`config.mk`:
```
export PLATFORM = sky130hd
export DESIGN_NAME = sprite_loader
export DESIGN_NICKNAME = d
export VERILOG_FILES = /design/src/rtl/sprite_pkg.sv /design/src/rtl/rgb_byte_packer.sv /design/src/rtl/sprite_loader.sv
export SDC_FILE = /design/constraint.sdc
export NUM_CORES = 1
export LEC_CHECK = 0
export CAP_MARGIN = 20
export CORE_UTILIZATION = 40
export CTS_BUF_LIST = sky130_fd_sc_hd__clkbuf_4 sky130_fd_sc_hd__clkbuf_8
export CTS_CLUSTER_DIAMETER = 120
export DETAILED_ROUTE_END_ITERATION = 8
export PLACE_DENSITY = 0.68
export SYNTH_ARGS = -nofsm -noshare
export SYNTH_HDL_FRONTEND = slang
export SYNTH_SLANG_ARGS = --single-unit
```
`constraint.sdc`:
```
create_clock -name Clk -period 7.2 [get_ports Clk]
set_clock_uncertainty 0.2 [all_clocks]
set_input_delay 1.44 -clock Clk [delete_from_list [all_inputs] [get_ports Clk]]
set_output_delay 1.44 -clock Clk [all_outputs]
set_load 0.02 [all_outputs]
```
`src/rtl/sprite_pkg.sv`:
```
// Shared constants and types for the sprite RAM write-side loader.
package sprite_pkg;

    localparam int unsigned SPRITE_W     = 50;
    localparam int unsigned SPRITE_H     = 50;
    localparam int unsigned SPRITE_WORDS = SPRITE_W * SPRITE_H;
    localparam int unsigned ADDR_W       = 19;
    localparam int unsigned DATA_W       = 24;
    localparam int unsigned CNT_W        = $clog2(SPRITE_WORDS);

    typedef enum logic [1:0] {
        IDLE,
        STREAM,
        FILL,
        FINISH
    } loader_state_t;

    typedef struct packed {
        logic [7:0] r;
        logic [7:0] g;
        logic [7:0] b;
    } pixel_t;

endpackage

```
`src/rtl/rgb_byte_packer.sv`:
```
// Gathers three accepted bytes (R, G, B) into one pixel word.
module rgb_byte_packer
    import sprite_pkg::*;
(
    input  logic       Clk,
    input  logic       Reset,
    input  logic       clear,
    input  logic       accept,
    input  logic [7:0] byte_data,
    output logic       word_done_c,
    output pixel_t     word_c
);

    logic [1:0]  byte_cnt;
    logic [15:0] hold;

    always_ff @(posedge Clk or posedge Reset) begin
        if (Reset) begin
            byte_cnt <= 2'd0;
            hold     <= 16'd0;
        end else if (clear) begin
            byte_cnt <= 2'd0;
            hold     <= 16'd0;
        end else if (accept) begin
            byte_cnt <= (byte_cnt == 2'd2) ? 2'd0 : byte_cnt + 2'd1;
            hold     <= {hold[7:0], byte_data};
        end
    end

    // The third byte completes the word in the same cycle it is accepted.
    assign word_done_c = accept && !clear && (byte_cnt == 2'd2);
    assign word_c      = {hold, byte_data};

endmodule

```
`src/rtl/sprite_loader.sv`:
```
// Loads or clears one full sprite image through the RAM write port.
module sprite_loader
    import sprite_pkg::*;
(
    input  logic              Clk,
    input  logic              Reset,
    input  logic              start,
    input  logic              fill_en,
    input  logic [DATA_W-1:0] fill_color,
    input  logic              abort,
    input  logic [7:0]        byte_data,
    input  logic              byte_valid,
    output logic              byte_ready,
    output logic              we,
    output logic [ADDR_W-1:0] write_address,
    output logic [DATA_W-1:0] wr_data,
    output logic              busy,
    output logic              done
);

    localparam logic [CNT_W-1:0] LAST_WORD = CNT_W'(SPRITE_WORDS - 1);

    loader_state_t    state;
    logic [CNT_W-1:0] word_cnt;
    pixel_t           fill_px;
    logic             pack_clear_c;
    logic             pack_accept_c;
    logic             word_done_c;
    pixel_t           word_c;

    assign pack_accept_c = byte_valid && byte_ready;
    assign pack_clear_c  = abort || (state != STREAM);

    rgb_byte_packer u_packer (
        .Clk        (Clk),
        .Reset      (Reset),
        .clear      (pack_clear_c),
        .accept     (pack_accept_c),
        .byte_data  (byte_data),
        .word_done_c(word_done_c),
        .word_c     (word_c)
    );

    always_ff @(posedge Clk or posedge Reset) begin
        if (Reset) begin
            state         <= IDLE;
            word_cnt      <= '0;
            fill_px       <= '0;
            byte_ready    <= 1'b0;
            we            <= 1'b0;
            write_address <= '0;
            wr_data       <= '0;
            busy          <= 1'b0;
            done          <= 1'b0;
        end else begin
            we   <= 1'b0;
            done <= 1'b0;
            if (abort) begin
                state      <= IDLE;
                busy       <= 1'b0;
                byte_ready <= 1'b0;
            end else begin
                case (state)
                    IDLE: begin
                        if (start) begin
                            busy     <= 1'b1;
                            word_cnt <= '0;
                            fill_px  <= fill_color;
                            if (fill_en) begin
                                state         <= FILL;
                                we            <= 1'b1;
                                write_address <= '0;
                                wr_data       <= fill_color;
                            end else begin
                                state      <= STREAM;
                                byte_ready <= 1'b1;
                            end
                        end
                    end
                    FILL: begin
                        if (word_cnt == LAST_WORD) begin
                            state <= FINISH;
                            done  <= 1'b1;
                        end else begin
                            word_cnt      <= word_cnt + CNT_W'(1);
                            we            <= 1'b1;
                            write_address <= ADDR_W'(word_cnt + CNT_W'(1));
                            wr_data       <= fill_px;
                        end
                    end
                    STREAM: begin
                        // byte_ready low here means the last word went out last cycle.
                        if (!byte_ready) begin
                            state <= FINISH;
                            done  <= 1'b1;
                        end else if (word_done_c) begin
                            we            <= 1'b1;
                            write_address <= ADDR_W'(word_cnt);
                            wr_data       <= word_c;
                            if (word_cnt == LAST_WORD) begin
                                byte_ready <= 1'b0;
                            end else begin
                                word_cnt <= word_cnt + CNT_W'(1);
                            end
                        end
                    end
                    FINISH: begin
                        state <= IDLE;
                        busy  <= 1'b0;
                    end
                    default: state <= IDLE;
                endcase
            end
        end
    end

endmodule
```
Word-level counts from Yosys, hierarchy flattened

Cells that the tools add are included.

Register bits: 103
Output and inout bits: 47
Logic and storage cells: 96

Add/subtract/negate cells: 3
Equality and inequality tests: 15
Muxes and demuxes: 48
Bitwise logic cells: 1
Reductions and logical operators: 16

Operators by type and width:

| cell                                          | number |
|---|---|
| two-way mux 24 bit                            | 5 |
| two-way mux 19 bit                            | 5 |
| one-hot mux 24 bit (3 select lines)           | 1 |
| one-hot mux 19 bit (3 select lines)           | 1 |
| two-way mux 12 bit                            | 4 |
| one-hot mux 12 bit (3 select lines)           | 1 |
| two-way mux 16 bit                            | 2 |
| two-way mux 1 bit                             | 16 |
| two-way mux 2 bit                             | 8 |
| adder 12 x 1 -> 13 bit, second input constant | 1 |
| adder 12 x 1 -> 12 bit, second input constant | 1 |
| equality test 12 bit, second input constant   | 1 |
| != test 3 bit, second input constant          | 4 |
| AND reduction 3 bit                           | 3 |
| nonzero test 3 bit                            | 3 |
| != test 2 bit, second input constant          | 4 |
| one-hot mux 2 bit (4 select lines)            | 1 |
| AND reduction 7 bit                           | 1 |
| equality test 2 bit, second input constant    | 3 |
| one-hot mux 1 bit (2 select lines)            | 3 |
| AND reduction 5 bit                           | 1 |
| != test 2 x 1 -> 1 bit, second input constant | 2 |
| logical AND 1 bit                             | 3 |
| one-hot mux 1 bit (3 select lines)            | 1 |
| 8 further kinds                               | 8 |

Longest topological paths before layout

Word-level depth: 9
Gate-level depth with buffers: 9
Mapped depth without buffers: 6

Hierarchy

From an unflattened synthesis, not the netlist that was laid out.

Cells, all modules: 482
Area total of the unflattened synthesis: 4,872.2 sq um

By module, submodules not included:

| module          | times used | cells an instance | area each (sq um) | seq. area each (sq um) |
|---|---|---|---|---|
| sprite_loader   | 1          | 411               | 4,065.1           | 1,976.9 |
| rgb_byte_packer | 1          | 71                | 807.0             | 450.4 |

Worst setup path after synthesis

No wires, ideal clock.

Path type: input-to-reg
From: in abort
To: reg wr_data[0]
Data arrival time: 3.049 ns
Path slack: 3.826 ns
Stages on the path: 6
Cells stage by stage: or2_2 a2111oi_2 and2_4 buf_6 buf_6 mux2_4

Word-level cells in the longest chain between the ends: 6
Elaborated cells on any way between the ends: 7

Ends and longest elaborated chain:

| item                              | RTL line              | source |
|---|---|---|
| from (decl)                       | sprite_loader.sv:10   | `input logic abort,` |
| logical OR 1 bit                  | sprite_loader.sv:32   | `assign pack_clear_c = abort \|\| (state != STREAM);` |
| logical NOT 1 bit                 | rgb_byte_packer.sv:31 | `assign word_done_c = accept && !clear && (byte_cnt == 2'd2);` |
| logical AND 1 bit (2 in a row)    | rgb_byte_packer.sv:31 |  |
| != test 2 x 1 -> 1 bit (no line)  | --                    |  |
| AND reduction 7 bit (no line) (*) | --                    |  |
| to (signal assigned)              | sprite_loader.sv:73   | `wr_data <= fill_color;` |
| to (signal assigned)              | sprite_loader.sv:88   | `wr_data <= fill_px;` |
| to (signal assigned)              | sprite_loader.sv:99   | `wr_data <= word_c;` |
| to (decl)                         | sprite_loader.sv:16   | `output logic [DATA_W-1:0] wr_data,` |

Every way passes the cells marked *; elsewhere a longest branch is shown, timed or not.
A chain may end at the register's enable or synchronous reset.

Worst setup path in the final report

From: in abort
To: reg wr_data[18]

Same word-level chain as after synthesis.

==> impl_metrics.env <==
export IMPL_crit_arrival_ps=4200
export IMPL_std_cell_rows=40
export IMPL_yosys_area_top_type_share_pct=48.6
export IMPL_endpoint_kind="flip-flop"
export IMPL_ys_ff_latch=97
export IMPL_drive_gt1_share_pct=15.6
export IMPL_seq_area_frac_synth_pct=48.6
export IMPL_die_w_um=114
export IMPL_synth_cell_types=55
export IMPL_root_buffer="clkbuf_8"
export IMPL_cts_sinks=97
export IMPL_cp_start_kind="primary input"
export IMPL_cts_setup_buffers=0
export IMPL_timing_final_max_slew_violations=0
export IMPL_p_total_mw=2.34
export IMPL_fp_dieH_um=114
export IMPL_start_util_pct=41.2
export IMPL_critPathKind="in -> reg"
export IMPL_path_max_fanout=35
export IMPL_yosysWarnings=0
export IMPL_fmax_mhz=241
export IMPL_yosysMostFrequentCell="dfrtp_1"
export IMPL_final_hold_viol_count=0
export IMPL_p_per_area_mw_per_mm2=387
export IMPL_period_needed_ps=4150
export IMPL_rsz0062_at_grt="no"
export IMPL_drcViolationCount=0
export IMPL_avgSynthCellArea_um2=10.9
export IMPL_cp_required_ps=7250
export IMPL_fin_nets=557
export IMPL_dp_hpwl_um=7980
export IMPL_antenna_found_initial=0
export IMPL_io_pins=85
export IMPL_htree_levels=3
export IMPL_whs_ps=291
export IMPL_vias_per_cell=5.63
export IMPL_power_leakage_nw=2.45
export IMPL_wirelength_um=11800
export IMPL_async_flop_share_pct=100
export IMPL_grt_use_total_pct=19.4
export IMPL_post_drt_wl_per_cell_um=17.1
export IMPL_top_layer="met4"
export IMPL_hold_path_class="reg -> reg"
export IMPL_crit_chain="clkdlybuf4s50_1 > or2_2 > a2111oi_2 > and2_4 > mux2_1"
export IMPL_maxSlewHeadroom_pct=49.3
export IMPL_wl_met3_um=624
export IMPL_setup_viol=0
export IMPL_maxCapViolations=0
export IMPL_drt_met1_wl_um=5580
export IMPL_ir_drop_mv=0.187
export IMPL_finalSetupTns_ps=0
export IMPL_dieArea_mm2=0.0129
export IMPL_syn_inst=458
export IMPL_tightest_slew_ps=759
export IMPL_gp_congestion=0.886
export IMPL_vias=3870
export IMPL_gr_total_overflow=0
export IMPL_core_mm2=0.0121
export IMPL_hold_buffers=0
export IMPL_grt_pass1_wl_um=19700
export IMPL_final_util_pct=50.0
export IMPL_critPathBufInv=1
export IMPL_yosys_area_top_type="dfrtp_1"
export IMPL_cp_slowest_cell="and2_4"
export IMPL_portBuffers=78
export IMPL_netlist_area_mm2=0.00499
export IMPL_synthTopCellsByCount="97 x dfrtp_1, 34 x nor2_1, 30 x a21oi_1, 28 x clkbuf_1, 26 x mux2_4"
export IMPL_diodes=0
export IMPL_wl_met2_um=5430
export IMPL_path_delay_family="simple AND/OR/NAND/NOR gates"
export IMPL_cts_buffers=9
export IMPL_cts_tree="yes"
export IMPL_clk_latency_ps=370
export IMPL_synth_area_leaders="dfrtp_1 49%, mux2_4 7.8%, mux2_2 5.4%"
export IMPL_cts_max_path_buffers=2
export IMPL_grt_max_degree=66
export IMPL_syn2layout_area_growth_pct=21.3
export IMPL_grt_pass1_vias=3807
export IMPL_drt_initial_drc_count=239
export IMPL_synth_edff_count=0
export IMPL_ant_nets=0
export IMPL_dr_pass1_iters=5
export IMPL_status="complete, no violations"
export IMPL_synth_top_flop_cell="dfrtp_1"
export IMPL_critPathMaxStageDelay_ps=690
export IMPL_cts_resized=0
export IMPL_clk_pin_slew_ps=80
export IMPL_fin_crit_sh_pct=57.6
[state kept, by name, indices dropped and copies added, names as in the netlist]
signal / cells
fill_px: 24
wr_data: 24
u_packer.hold: 16
write_address: 13
word_cnt: 12
state: 2
u_packer.byte_cnt: 2
busy: 1
byte_ready: 1
done: 1
we: 1
[metal layers]
layer / global-route usage (%) / up-vias
met2: 30.0 / 149
met4: 6.58 / 0
met1: 27.9 / 1903
met5: 0 / -
met3: 2.76 / 12
li1: - / 1806
[cell families after synthesis]
kind of cell | synth area share [%]
adders and majority gates | 1.25
muxes | 14.8
DFF | 48.6
other | 0.0751
buffers and inverters | 5.16
and+or+nand+nor | 11.5
xor gates and xnor gates | 0.176
AOI/OAI and AO/OA | 18.4
[worst register-to-register path: cells and delay by family, from the launching register on]
family,cells,cell delay (ps)
flip-flops,1,430
AO/OA/AOI/OAI,1,630
AND/OR/NAND/NOR,2,1020
multiplexers,1,400
adder cells (fa/ha/maj),1,260
[worst paths after layout]
| kind | end | cells past startpoint | slack (ps) | startpoint |
|---|---|---|---|---|
| max in group asynchronous | byte_ready$_DFFE_PP0P_ | 3 | 4460 | Reset |
| hold / removal | wr_data[16]$_DFFE_PP0P_ | 1 | 290 | wr_data[16]$_DFFE_PP0P_ |
| min in group asynchronous | fill_px[1]$_DFFE_PP0P_ | 2 | 1220 | Reset |
| setup / recovery | wr_data[18]$_DFFE_PP0P_ | 5 | 3050 | abort |
| setup reg to reg | wr_data[18]$_DFFE_PP0P_ | 5 | 4160 | state[0]$_DFFE_PP0P_ |
| hold reg to reg | wr_data[16]$_DFFE_PP0P_ | 1 | 290 | wr_data[16]$_DFFE_PP0P_ |
[power breakdown]
group          total (mW)  switching [mW]  internal, mW
clock               0.409           0.197         0.212
sequential          0.871           0.140         0.731
combinational        1.06           0.544         0.516
total                2.34           0.881          1.46
[cell type report]
type	count	area, um2
clock buffer	11	145
clock inverter	5	85.1
fill	1128	6060
inverter	8	32.5
multi-input combinational	314	2330
sequential	97	2430
tap	168	210
timing repair buffer	84	823
[through the flow]
step,setup slack (ps),cells,area [um2]
2_1_floorplan,3030,463,5010
3_3_place_gp,2770,670,5820
3_5_place_dp,2660,671,5830
4_1_cts,3050,687,6060
5_1_grt,2870,687,6060
6_report,3050,687,6060
[layout by cell type, fill, tap and decap left out, types with 9 or more instances in the layout]
| master | count |
|---|---|
| clkdlybuf4s50_1 | 78 |
| dfrtp_1 | 97 |
| nand2_1 | 19 |
| a31oi_1 | 11 |
| nor3_1 | 9 |
| clkbuf_8 | 10 |
| a21oi_1 | 30 |
| nor2_1 | 34 |
| mux2_2 | 24 |
| a22oi_1 | 25 |
| nand3_1 | 11 |
| o21ai_0 | 22 |
| mux2_4 | 26 |
| a22o_1 | 18 |
(Power assumes the default switching activity.)
